$ cat src/rtl/timer_core_pkg.sv
// Shared widths and types for the machine timer core.
package timer_core_pkg;

    localparam int unsigned MTIME_W     = 64;
    localparam int unsigned PRESCALER_W = 12;
    localparam int unsigned STEP_W      = 8;

    typedef logic [MTIME_W-1:0]     mtime_t;
    typedef logic [PRESCALER_W-1:0] presc_t;
    typedef logic [STEP_W-1:0]      step_t;

endpackage

$ cat src/rtl/timer_prescaler.sv
// Tick divider: counts clocks and strobes tick once every prescaler+1 cycles.
module timer_prescaler
    import timer_core_pkg::*;
(
    input  logic                   clk_i,
    input  logic                   rst_i,
    input  logic                   active_i,
    input  logic [PRESCALER_W-1:0] prescaler_i,
    output logic                   tick_o
);

    presc_t tick_count_q;
    presc_t tick_count_d;

    // Tick fires on >= so that lowering the prescaler below the running count
    // still produces a tick immediately instead of waiting for a 12-bit wrap.
    always_comb begin
        tick_o = active_i && (tick_count_q >= prescaler_i) && !rst_i;
    end

    // Next count: cleared while idle or on a tick, otherwise free-running increment.
    always_comb begin
        tick_count_d = tick_count_q + presc_t'(1);
        if (!active_i || tick_o) begin
            tick_count_d = '0;
        end
    end

    // Count register with asynchronous clear.
    always_ff @(posedge clk_i or posedge rst_i) begin
        if (rst_i) begin
            tick_count_q <= '0;
        end else begin
            tick_count_q <= tick_count_d;
        end
    end

endmodule

$ cat src/rtl/timer_core.sv
// Machine timer core: prescaled tick, next-mtime adder and per-hart compare.
module timer_core
    import timer_core_pkg::*;
#(
    parameter int unsigned N = 1
) (
    input  logic                   clk_i,
    input  logic                   rst_i,
    input  logic                   active,
    input  logic [PRESCALER_W-1:0] prescaler,
    input  logic [STEP_W-1:0]      step,
    output logic                   tick,
    output logic [MTIME_W-1:0]     mtime_d,
    input  logic [MTIME_W-1:0]     mtime,
    input  logic [MTIME_W-1:0]     mtimecmp [N],
    output logic [N-1:0]           intr
);

    timer_prescaler u_prescaler (
        .clk_i       (clk_i),
        .rst_i       (rst_i),
        .active_i    (active),
        .prescaler_i (prescaler),
        .tick_o      (tick)
    );

    // Next mtime value; wraps modulo 2^64, the external register samples it on tick.
    always_comb begin
        mtime_d = mtime + {{(MTIME_W-STEP_W){1'b0}}, step};
    end

    for (genvar g = 0; g < N; g++) begin : g_intr
        // Level interrupt per hart: inclusive unsigned compare, gated by active.
        always_comb begin
            intr[g] = active && (mtime >= mtimecmp[g]);
        end
    end

endmodule

$ cat config.mk
export PLATFORM = sky130hd
export DESIGN_NAME = timer_core
export DESIGN_NICKNAME = d
export VERILOG_FILES = /design/src/rtl/timer_core_pkg.sv /design/src/rtl/timer_prescaler.sv /design/src/rtl/timer_core.sv
export SDC_FILE = /design/constraint.sdc
export NUM_CORES = 1
export LEC_CHECK = 0
export ABC_AREA = 1
export BUFFER_PORTS_ARGS = -buffer_cell sky130_fd_sc_hd__buf_2
export CAP_MARGIN = 20
export CORE_MARGIN = 2
export CORE_UTILIZATION = 45
export CTS_CLUSTER_DIAMETER = 200
export DETAILED_ROUTE_END_ITERATION = 16
export GPL_TIMING_DRIVEN = 0
export PLACE_DENSITY = 0.88
export SYNTH_ARGS = -nofsm -noshare
export SYNTH_HDL_FRONTEND = slang
export SYNTH_SLANG_ARGS = --single-unit
$ cat constraint.sdc
create_clock -name clk_i -period 3 [get_ports clk_i]
set_input_delay 0.45 -clock clk_i [delete_from_list [all_inputs] [get_ports clk_i]]
set_output_delay 0.45 -clock clk_i [all_outputs]
set_load 0.02 [all_outputs]
==> flow_summary.toml <==
[routing]
wl_per_cell_um = 13.5
drc_errors = 0
routed_wl_um = 16400
dr.pass1.iters = 5
drtIter0Drc = 364
via_per_inst = 5.11
ant_nets = 0
vias = 6200

[timing]
clock_skew_ns = 0.00291
rsz0062_at_grt = "false"
min_period_over_period = 0.940
setup_viol = 0
slew_violations = 0
setup_ws_ns = 0.181
fmax_mhz = 355
hold_slack_ns = 0.223
fin_crit_ns = 2.82
finalHoldViolCount = 0
worst_slew_pin_slew_ns = 0.451
max_slew_margin = 0.696

[floorplan]
ios = 217
chipWidth_um = 109
row_count = 38
core_sq_um = 10700
start_util = 0.459
dieArea_sq_um = 11800
fp.dieH_um = 109

[clocking]
cts_buffer_depth = 2
cts_made_buffers = 3
cts_num_sinks = 12
ctsHtreeMaxLevel = 1
postCtsHoldBufs = 0
insertion_delay_ns = 0.24
cts_tree = "built"
root_buffer = "clkbuf_8"
clkSlewWorstSetupHoldPaths_ns = 0.05

[cells_and_area]
layout_common_cells = "buf_2 (216), nand2_1 (213), inv_1 (166)"
synthToLayoutAreaGrowth_pct = 27.4
fillers = 1102
drive_gt1_frac = 0.236
layout_commonest_cell = "buf_2"
fin_nets = 1312
diodes = 0
top_regs = "u_prescaler.tick_count_q: 12 flops"
finalInstanceArea_sq_um = 6280
multiInputGateArea_sq_um = 4010
seqCellArea_sq_um = 300
largest_reg_flops = 12
regMostFlops = "u_prescaler.tick_count_q"
fin_util = 0.584

[global_route]
antenna_found_initial = 1
grt_max_degree = 13
overflow = 0
grt_pass1_wl_um = 25700
grt_usage = 0.273
grt_pass1_vias = 5699

[setup_path]
required_ns = 2.55
r2r_cells = 9
cp-start-kind = "primary input"
arrival_ns = 2.37
path_buf_inv = 4
r2r-start = "u_prescaler.tick_count_q[3]$_DFF_PP0_"
crit_slowest_cell = "fa_2"
r2r_slack_ns = 1.00
crit_type = "primary input to output pin"
path_common_cell = "nand2_2"
crit_path_end_kind = "output pin"
r2r-end = "u_prescaler.tick_count_q[7]$_DFF_PP0_"
critical_path_depth = 15
critPathMaxStageDelay_ns = 0.38
cp_top_family = "simple AND/OR/NAND/NOR gates"
crit_path_max_fanout = 6
cp_cell_sequence = "buf_2, ha_1, inv_1, fa_2, o21ai_4, nand2_2, nand2_2, nand2_2, nand2_4, inv_4, nor2_8, nand3_1, nand2_1, nand2_1, buf_2"

[power]
p_leak_nw = 3.61
p_clk_frac = 0.163
seqPwrFrac = 0.155
share_comb_of_total_power = 0.682
internal-power_uw = 565
finalPower_mw = 1.09
peakVddDrop_mv = 0.270
pwr_density_cell_nw_per_um2 = 174
swShare = 0.482
p_sw_uw = 527

[synthesis]
ys_seq_area_frac = 0.0609
syn_inst = 852
syn_area_sq_um = 4930
synth.distinct_cells = 35
ys_ff_latch = 12
yosys_warnings = 0
syn-num-nets = 1089
syn_avg_cell_area_sq_um = 5.78

[run_status]
status = "finished clean"

[run]
maxCapViolCount = 0

[placement]
finalWeightedCongestion = 0.973
portBuffers = 216
hpwl_um = 14700
pre_cts_slack_ns = -0.125
dpl_cell_area_sq_um = 6180

[hold_path]
hold_path.class = "primary input to asynchronous set/reset pin"
Yosys cell counts:
cell / n / area [sq um]
o22ai_1: 1 / 6.26
inv_1: 166 / 623
o21bai_1: 1 / 7.51
nor3_1: 11 / 55.1
nand2_4: 1 / 11.3
nor2_1: 124 / 465
o21ai_0: 15 / 75.1
nand4_1: 35 / 219
nor3_4: 1 / 16.3
nand2_1: 213 / 800
nor3_2: 2 / 20.0
nor2_2: 3 / 18.8
dfrtp_1: 12 / 300
nand2_2: 11 / 68.8
o21a_1: 2 / 15.0
o21ai_1: 2 / 10.0
nand3b_1: 6 / 45.0
xnor2_1: 18 / 158
a211oi_1: 1 / 7.51
fa_1: 1 / 20.0
nor4_1: 7 / 43.8
a21oi_1: 40 / 200
or2_2: 2 / 12.5
a21oi_2: 1 / 8.76
nor2_8: 1 / 20.0
inv_4: 1 / 6.26
xor2_1: 42 / 368
nor2_4: 2 / 22.5
a21o_1: 2 / 15.0
nand3_2: 1 / 10.0
clkbuf_1: 1 / 3.75
ha_1: 85 / 1060
nand3_1: 38 / 190
o21ai_2: 2 / 17.5
inv_2: 1 / 3.75
timing repair:
item,4_1_cts,5_1_grt
endpoints found under the setup margin,1,11
hold endpoints to repair,0,0
setup buffers,0,2
pin swaps,0,1
gates resized for setup,2,3
cells by family (layout without fill, tap and decap cells):
logic type                 after synthesis  in the layout  synth area share
and+or+nand+nor                        458            458             0.410
AOI/OAI and AO/OA                       67             67            0.0736
buffers and inverters                  169            391             0.129
DFF                                     12             12            0.0609
adders and majority gates               86             86             0.220
xor gates and xnor gates                60             60             0.107
metrics by stage:
stage	instances	setup TNS, ns
floorplan	852	0
global placement	1208	-0.154
detailed placement	1208	-0.125
CTS	1212	0
global route	1214	0
finish	1214	0
cell type report:
cell class                 instances  share of cell area
buffer                             1            0.000598
clock buffer                       4             0.00877
inverter                         168               0.101
multi-input combinational        671               0.639
sequential                        12              0.0478
tap                              140              0.0279
timing repair buffer             218               0.175
power by group through the flow:
stage / sequential [mW] / combinational (mW) / clock (mW)
final: 0.169 / 0.744 / 0.178
after global routing: 0.170 / 0.834 / 0.182
after CTS: 0.169 / 0.738 / 0.180
after detailed placement: 0.172 / 0.732 / 0
after global placement: 0.172 / 0.717 / 0
after floorplan: 0.171 / 0.431 / 0
how the worst max path moves through the flow:
| stage | slack, ns | endpoint | start |
|---|---|---|---|
| detailed placement | -0.12 | mtime_d[60] | mtime[0] |
| floorplan | 0.37 | mtime_d[60] | step[0] |
| global route | 0.04 | mtime_d[62] | mtime[0] |
| global placement | -0.15 | mtime_d[60] | mtime[0] |
| CTS | 0.02 | mtime_d[60] | mtime[0] |
| finish | 0.18 | mtime_d[62] | mtime[0] |
layer usage:
| metal | share of wire | vias up | GRT usage |
|---|---|---|---|
| li1 | - | 3147 | - |
| met1 | 0.41 | 2752 | 0.336 |
| met2 | 0.47 | 258 | 0.493 |
| met3 | 0.088 | 43 | 0.0359 |
| met4 | 0.029 | 0 | 0.0815 |
| met5 | 0 | - | 0 |
No activity file was read; power rests on OpenSTA's default activity.
